### config.mk
export PLATFORM = sky130hd
export DESIGN_NAME = payload_slot_allocator_flat
export DESIGN_NICKNAME = d
export VERILOG_FILES = /design/src/rtl/payload_slot_allocator_if.sv /design/src/rtl/payload_slot_allocator.sv /design/src/flat_wrapper.sv
export SDC_FILE = /design/constraint.sdc
export NUM_CORES = 1
export LEC_CHECK = 0
export BUFFER_PORTS_ARGS = -buffer_cell sky130_fd_sc_hd__buf_4
export CAP_MARGIN = 40
export CORE_UTILIZATION = 51
export CTS_CLUSTER_DIAMETER = 120
export DETAILED_ROUTE_END_ITERATION = 7
export PLACE_DENSITY = 0.73
export SLEW_MARGIN = 20
export SYNTH_ARGS = -nofsm -noshare
export SYNTH_HDL_FRONTEND = slang
export SYNTH_SLANG_ARGS = --single-unit
### constraint.sdc
create_clock -name clk -period 12.7 [get_ports clk]
set_input_delay 0.635 -clock clk [delete_from_list [all_inputs] [get_ports clk]]
set_output_delay 0.635 -clock clk [all_outputs]
set_load 0.02 [all_outputs]
### src/rtl/payload_slot_allocator_if.sv
// Dispatch/Select-facing signal bundle for the issue payload RAM slot allocator.
// master = Dispatch/Select side, slave = allocator.
interface payload_slot_allocator_if #(
    parameter int NUM_ENTRIES = 16,
    parameter int NUM_FREE    = 2
);
    localparam int IDX_W = $clog2(NUM_ENTRIES);
    localparam int CNT_W = $clog2(NUM_ENTRIES + 1);

    logic                      disp_valid;
    logic                      disp_ready;
    logic                      alloc_fire;
    logic [IDX_W-1:0]          alloc_idx;
    logic [NUM_FREE-1:0]       free_valid;
    logic [NUM_FREE*IDX_W-1:0] free_idx;
    logic                      flush;
    logic [CNT_W-1:0]          free_count;
    logic                      full;
    logic                      empty;

    modport master (
        output disp_valid, free_valid, free_idx, flush,
        input  disp_ready, alloc_fire, alloc_idx, free_count, full, empty
    );

    modport slave (
        input  disp_valid, free_valid, free_idx, flush,
        output disp_ready, alloc_fire, alloc_idx, free_count, full, empty
    );
endinterface

### src/rtl/payload_slot_allocator.sv
// Free/busy tracker for the issue payload RAM: one grant per cycle, multi-port release, flush.
// Optional PAYLOAD_ALLOC_ROUND_ROBIN_EN selects slots round-robin instead of lowest-first.
module payload_slot_allocator #(
    parameter int NUM_ENTRIES = 16,
    parameter int NUM_FREE    = 2
) (
    input  logic                     clk,
    input  logic                     rst,
    payload_slot_allocator_if.slave  bus
);
    localparam int IDX_W = $clog2(NUM_ENTRIES);
    localparam int CNT_W = $clog2(NUM_ENTRIES + 1);

    logic [NUM_ENTRIES-1:0] free_map;
    logic [NUM_ENTRIES-1:0] free_set;
    logic [NUM_ENTRIES-1:0] alloc_clr;
    logic [CNT_W-1:0]       free_count;
    logic [IDX_W-1:0]       alloc_idx;
    logic                   full;
    logic                   alloc_fire;

    always_comb begin
        free_count = '0;
        for (int i = 0; i < NUM_ENTRIES; i++)
            free_count = free_count + CNT_W'(free_map[i]);
    end

`ifdef PAYLOAD_ALLOC_ROUND_ROBIN_EN
    logic [IDX_W-1:0] rr_ptr;

    // Search upward from rr_ptr; IDX_W-bit addition wraps because depth is a power of two.
    always_comb begin
        logic             found;
        logic [IDX_W-1:0] cand;
        alloc_idx = '0;
        found     = 1'b0;
        cand      = '0;
        for (int k = 0; k < NUM_ENTRIES; k++) begin
            cand = rr_ptr + IDX_W'(k);
            if (!found && free_map[cand]) begin
                alloc_idx = cand;
                found     = 1'b1;
            end
        end
    end

    always_ff @(posedge clk or posedge rst) begin
        if (rst)
            rr_ptr <= '0;
        else if (bus.flush)
            rr_ptr <= '0;
        else if (alloc_fire)
            rr_ptr <= alloc_idx + 1'b1;
    end
`else
    // Descending scan so the lowest set bit is the last one written.
    always_comb begin
        alloc_idx = '0;
        for (int i = NUM_ENTRIES - 1; i >= 0; i--)
            if (free_map[i])
                alloc_idx = IDX_W'(i);
    end
`endif

    assign full       = (free_count == '0);
    assign alloc_fire = bus.disp_valid & bus.disp_ready;

    assign bus.free_count = free_count;
    assign bus.full       = full;
    assign bus.empty      = (free_count == CNT_W'(NUM_ENTRIES));
    assign bus.disp_ready = !full & !bus.flush;
    assign bus.alloc_fire = alloc_fire;
    assign bus.alloc_idx  = alloc_idx;

    always_comb begin
        free_set  = '0;
        alloc_clr = '0;
        for (int k = 0; k < NUM_FREE; k++)
            if (bus.free_valid[k])
                free_set[bus.free_idx[k*IDX_W +: IDX_W]] = 1'b1;
        if (alloc_fire)
            alloc_clr[alloc_idx] = 1'b1;
    end

    // Releases land in free_map only; they become grantable the following cycle.
    always_ff @(posedge clk or posedge rst) begin
        if (rst)
            free_map <= '1;
        else if (bus.flush)
            free_map <= '1;
        else
            free_map <= (free_map & ~alloc_clr) | free_set;
    end

`ifndef SYNTHESIS
    always @(posedge clk) begin
        if (!rst) begin
            for (int k = 0; k < NUM_FREE; k++) begin
                if (bus.free_valid[k]) begin
                    assert (int'(bus.free_idx[k*IDX_W +: IDX_W]) < NUM_ENTRIES)
                        else $error("free_idx out of range on port %0d", k);
                    assert (!free_map[bus.free_idx[k*IDX_W +: IDX_W]])
                        else $error("release of already-free slot %0d on port %0d",
                                    bus.free_idx[k*IDX_W +: IDX_W], k);
                end
            end
            assert (!(alloc_fire && full))
                else $error("alloc_fire while full");
        end
    end
`endif
endmodule
### src/flat_wrapper.sv
// flat-port wrapper written by rule: the top's interface ports become plain ports
module payload_slot_allocator_flat 
#(
    parameter int NUM_ENTRIES = 16,
    parameter int NUM_FREE    = 2
)
  (clk, rst, bus_disp_valid, bus_free_valid, bus_free_idx, bus_flush, bus_disp_ready, bus_alloc_fire, bus_alloc_idx, bus_free_count, bus_full, bus_empty);
  payload_slot_allocator_if #(.NUM_ENTRIES(NUM_ENTRIES), .NUM_FREE(NUM_FREE)) bus_i ();
  input  logic clk;
  input  logic rst;
  input wire logic [$bits(bus_i.disp_valid)-1:0] bus_disp_valid;
  input wire logic [$bits(bus_i.free_valid)-1:0] bus_free_valid;
  input wire logic [$bits(bus_i.free_idx)-1:0] bus_free_idx;
  input wire logic [$bits(bus_i.flush)-1:0] bus_flush;
  output wire logic [$bits(bus_i.disp_ready)-1:0] bus_disp_ready;
  output wire logic [$bits(bus_i.alloc_fire)-1:0] bus_alloc_fire;
  output wire logic [$bits(bus_i.alloc_idx)-1:0] bus_alloc_idx;
  output wire logic [$bits(bus_i.free_count)-1:0] bus_free_count;
  output wire logic [$bits(bus_i.full)-1:0] bus_full;
  output wire logic [$bits(bus_i.empty)-1:0] bus_empty;
  assign bus_i.disp_valid = bus_disp_valid;
  assign bus_i.free_valid = bus_free_valid;
  assign bus_i.free_idx = bus_free_idx;
  assign bus_i.flush = bus_flush;
  assign bus_disp_ready = bus_i.disp_ready;
  assign bus_alloc_fire = bus_i.alloc_fire;
  assign bus_alloc_idx = bus_i.alloc_idx;
  assign bus_free_count = bus_i.free_count;
  assign bus_full = bus_i.full;
  assign bus_empty = bus_i.empty;
  payload_slot_allocator #(.NUM_ENTRIES(NUM_ENTRIES), .NUM_FREE(NUM_FREE)) u_core (.clk(clk), .rst(rst), .bus(bus_i));
endmodule
# Word level (Yosys, flattened, before mapping)
# Cells that the tools add are included.
# classes
n_addsub	15
order_cmp	6
eq_ne	1
muxes	26
n_bitwise	6
reduce_logical	6
# ops
op	count
$add 5x1->5	14
$mux 16	4
$mux 4	16
$or 16x16->16	2
$and 16x16->16	1
$not 16->16	1
$lt 4x5->1 const B	3
$demux 1 s4	3
$ge 4x1->1 const B	3
$eq 5x5->1 const B	1
$logic_not 5->1	1
$logic_and 1x1->1	3
$mux 1	3
$add 1x1->2	1
$and 1x1->1	2
$logic_not 1->1	2
# totals
regBits	16
out_inout_bits	13
elab_cells	61

# Depth between registers and ports, before layout
# depth
ltp_word	25
mapped_depth	16

# Least setup slack after synthesis
# Ideal clock, no wire load.
# synth_timing
kind	register -> output
startpoint	register u_core.free_map[0]
endpoint	output port bus_empty
t_arrival_ns	5.058
setup_slack_ns	7.007
path_stages_with_launch	12
cell_sequence	dfstp_2 -> ha_1 -> inv_1 -> fa_1 -> fa_1 -> fa_1 -> fa_1 -> fa_1 -> fa_1 -> xor2_1 -> inv_1 -> a2111oi_0
# synth_between
elab_chain_cells	16
# synth_lines
element	line	text
from (decl)	payload_slot_allocator.sv:14	logic [NUM_ENTRIES-1:0] free_map;
from (signal assigned)	payload_slot_allocator.sv:92	free_map <= (free_map & ~alloc_clr) | free_set;
$add 1x1->2	payload_slot_allocator.sv:25	free_count = free_count + CNT_W'(free_map[i]);
$add 5x1->5 (14 in series)	payload_slot_allocator.sv:25	
net bus_free_count[2]	flat_wrapper.sv:18	output wire logic [$bits(bus_i.free_count)-1:0] bus_free_count;
$eq 5x5->1	payload_slot_allocator.sv:70	assign bus.empty = (free_count == CNT_W'(NUM_ENTRIES));
to (decl)	flat_wrapper.sv:20	output wire logic [$bits(bus_i.empty)-1:0] bus_empty;
# The timed path passes the listed nets, and every way through them passes these cells.

# Worst setup path in the final report
# layout_timing
startpoint	register u_core.free_map[1]
endpoint	output port bus_alloc_fire
# layout_between
elab_chain_cells	19
# layout_lines
element	line	text
$add 1x1->2	payload_slot_allocator.sv:25	
$add 5x1->5 (14 in series)	payload_slot_allocator.sv:25	
$logic_not 5->1	payload_slot_allocator.sv:65	assign full = (free_count == '0);
$logic_not 1->1	payload_slot_allocator.sv:71	assign bus.disp_ready = !full & !bus.flush;
$and 1x1->1	payload_slot_allocator.sv:71	
$and 1x1->1	payload_slot_allocator.sv:66	assign alloc_fire = bus.disp_valid & bus.disp_ready;
to (decl)	flat_wrapper.sv:16	output wire logic [$bits(bus_i.alloc_fire)-1:0] bus_alloc_fire;
# No other way between the ends.

==> metrics.md <==
| Metric | Value |
|---|---|
| Status | complete, no violations |
| P per Cell Area | 95.2 nW/µm² |
| Routed wire length | 4340 µm |
| Vias per cell | 6.19 |
| Setup_tns | 0 ns |
| # rows | 20 |
| CTS tree | done |
| Io pins | 27 |
| Maximum clock frequency | 177 MHz |
| Leak | 0.864 nW |
| CTS root buf | clkbuf_4 |
| Skew-Pair Late Insertion Delay | 0.29 ns |
| Routed vias | 1658 |
| Grt met3 use | 3.28% |
| Number of enable flip-flop cells after synthesis | 0 |
| Critical path class | register to primary output |
| Ratio of final minimum period to clock period | 44.6% |
| Hold_sp | u_core.free_map[14] |
| Setup bufs post-CTS | 0 |
| Met2 Track Usage GR | 44.8% |
| Routed length per instance | 16.2 µm |
| CP required | 12.06 ns |
| H-tree depth | 1 |
| DRT Pass-1 Iters | 4 |
| #FFs+latches synth | 16 |
| Nets | 255 |
| Slew @ Worst Pin | 0.598 ns |
| Routed Antenna Nets | 0 |
| Simple-gate share of the synthesized area | 26.3% |
| Post-route insts no fill | 268 |
| GRT Total Usage | 26.7% |
| Sequential fraction of the synthesis area | 24.9% |
| Synth Warn # | 0 |
| Worst r2r src | u_core.free_map[1] |
| CTS-repair resized insts | 0 |
| Reg2reg path depth | 14 |
| Post-Place Cells | 265 |
| GPL Wtd Cong | 0.971 |
| Largest regs | u_core.free_map x16 |
| Slowest CP cell | dfstp_2 |
| PortBufs | 26 |
| Crit-path leading delay family | adder cells |
| Syn-to-layout area delta | 15.4% |
| Top FF cell, synth | dfstp_2 |
| Final Max Tran Viols | 0 |
| Startpoint Class | register |
| Initial antenna violation count | 0 |
| Die Width | 59.6 µm |
| Worst-path fanout max | 17 |
| Largest cells by area after synthesis | dfstp_2 (25%), fa_1 (12%), inv_1 (6.7%), o221ai_1 (4.7%), a21oi_1 (4.4%) |
| Number of global-route vias before repair | 1528 |
| HPWL Detailed | 3570 µm |
| Clk_skew | 0.00782 ns |
| Post-route minimum period | 5.66 ns |
| Yosys top cell by area | dfstp_2 |
| Largest family of logic cells by synthesized area | simple AND/OR/NAND/NOR gates |
| Antenna Cells | 0 |
| CP endpoint kind | primary output |
| Arrival time worst endpoint | 5.03 ns |
| Endpoint, Worst Hold | u_core.free_map[14] |
| Syn avg cell area | 8.54 µm² |
| Die height | 59.6 µm |
| Max IR drop VDD | 0.0680 mV |
| RSZ-0062 raised after global routing | false |
| Final Hold Viols | 0 |
| TritonCTS buffer count | 3 |
| Post-synthesis mux area share | 0% |
| Fillers | 290 |
| Synth Instances | 198 |
| Compound-Gate Fraction of Synth Area | 24.5% |
| CP bufs+invs | 4 |
| Post-synth cell types | 50 |
| Max Root-Sink Buffers | 2 |
| GR peak layer | met2 |
| XOR/XNOR share of the synthesized area | 1.04% |
| Drt first-iter violations | 132 |
| Number of flip-flops in the largest register | 16 |
| Setup violations, final | 0 |
| Full die area | 3550 µm² |
| Worst-path clk slew | 0.09 ns |
| Core Region | 3100 µm² |
| Cts hold-fix bufs | 0 |
| Starting Density | 54.5% |
| R2r setup slk | 7.52 ns |
| M1 GR Usage | 34.9% |
| FF-to-FF End | u_core.free_map[15] |
| DR DRC count | 0 |
| Grt ovf | 0 |
| Synth top area share | 24.9% |
| Top reg by flops | u_core.free_map |
| Netlist Area Pre-Place | 1690 µm² |
| Crit-path max cell delay | 0.63 ns |
| Syn nets | 227 |
| Async S/R FF share, synth | 100% |
| Layout cells sized above 1 | 24.6% |
| Total power | 0.186 mW |
| Maximum number of pins on one net before global-route repair | 18 |
| Clock sink count | 16 |
| Max Cap Viol | 0 |
| HP Class | register to register |
| First-pass GRT wire length | 7040 µm |
| Max-Slew Margin vs Limit | 60.1% |
| Hold path depth | 2 |
| Adder-cell share of the synthesized area | 15.5% |
| Most frequent CP cell | fa_1 |
| Crit path cell chain | ha_1 -> inv_1 -> fa_1 -> fa_1 -> fa_1 -> fa_1 -> fa_1 -> fa_1 -> xor2_1 -> a221oi_1 -> nor3_2 -> buf_4 -> inv_1 -> buf_4 |
[power breakdown]
part	total (mW)	switching (mW)	internal, mW
logic	0.104	0.0615	0.0423
clock network	0.0261	0.0151	0.0110
registers	0.0559	0.00260	0.0533
[worst register-to-register path, delay by kind of cell, from the launching register on]
family,cells,cell delay [ns]
AO/OA/AOI/OAI,2,0.55
XOR/XNOR,1,0.21
adder cells (fa/ha/maj),7,2.99
buffers and inverters,2,0.26
flip-flops,1,0.63
AND/OR/NAND/NOR,2,0.47
[stage by stage]
| stage | util (%) | instance area [µm²] | setup slack (ns) | hold WS, ns |
|---|---|---|---|---|
| floorplan | - | 1690 | 7.01 | 0.500 |
| global placement | 62.2 | 1930 | 7.42 | 0.530 |
| detailed placement | 62.2 | 1930 | 7.37 | 0.533 |
| CTS | 62.9 | 1950 | 7.03 | 0.545 |
| global route | 62.9 | 1950 | 6.82 | 0.574 |
| finish | 62.9 | 1950 | 7.04 | 0.548 |
[layout make-up]
cell class	instances	area (µm²)	area share [%]
multi-input combinational	148	1140	58.3
sequential	16	420	21.5
timing repair buffer	27	203	10.4
inverter	30	113	5.77
tap	44	55.1	2.82
clock buffer	3	22.5	1.15
[layout by cell type (no fill, tap or decap), types with 2 or more instances in the layout]
| cell | count |
|---|---|
| nand3_1 | 2 |
| nor3_1 | 15 |
| inv_1 | 30 |
| or3_1 | 7 |
| nand2b_1 | 6 |
| o32ai_1 | 2 |
| a2bb2oi_1 | 2 |
| o22a_1 | 4 |
| o21ai_0 | 2 |
| clkbuf_4 | 3 |
| ha_1 | 5 |
| buf_4 | 27 |
| fa_1 | 10 |
| nand3b_1 | 5 |
| dfstp_2 | 16 |
| o221ai_1 | 9 |
| nor2b_1 | 4 |
| or3b_2 | 2 |
| nor4_1 | 4 |
| nand2_1 | 6 |
| o31ai_1 | 2 |
| o211ai_1 | 5 |
| nor2_1 | 15 |
| o2111ai_1 | 2 |
| a21oi_1 | 15 |
[logic make-up (layout without fill, tap and decap cells)]
group                      count (synthesis)  after routing
and+or+nand+nor                           75             75
AOI/OAI and AO/OA                         56             56
buffers and inverters                     34             60
DFF                                       16             16
adders and majority gates                 15             15
xor gates and xnor gates                   2              2
[metal layers]
| metal | vias to the layer above | part of all wire (%) |
|---|---|---|
| met1 | 786 | 41 |
| met2 | 68 | 49 |
| met4 | 0 | 2.9 |
| met5 | - | 0 |
| met3 | 13 | 6.5 |
| li1 | 791 | - |
[cell usage after synthesis, types with 2 or more instances]
cell type	count
clkbuf_1	2
o22a_1	4
a21oi_1	15
inv_1	30
dfstp_2	16
o2111ai_1	2
ha_1	5
o31ai_1	2
or3b_2	2
o221ai_1	9
nor2b_1	4
nand2_1	6
nand3_1	2
nand3b_1	5
o211ai_1	5
o21ai_0	2
nor3_1	15
o32ai_1	2
nor4_1	4
or3_1	7
nor2_1	15
nand2b_1	6
a2bb2oi_1	2
fa_1	10
[worst max-delay path by stage]
stage	start	end	slack (ns)	cells after the start
after global placement	u_core.free_map[1]	bus_alloc_fire	7.42	14
after CTS	u_core.free_map[1]	bus_alloc_fire	7.03	14
after floorplan	u_core.free_map[0]	bus_empty	7.01	11
final	u_core.free_map[1]	bus_alloc_fire	7.04	14
after global routing	u_core.free_map[1]	bus_alloc_fire	6.82	14
after detailed placement	u_core.free_map[1]	bus_alloc_fire	7.37	14
(Power assumes the default switching activity.)
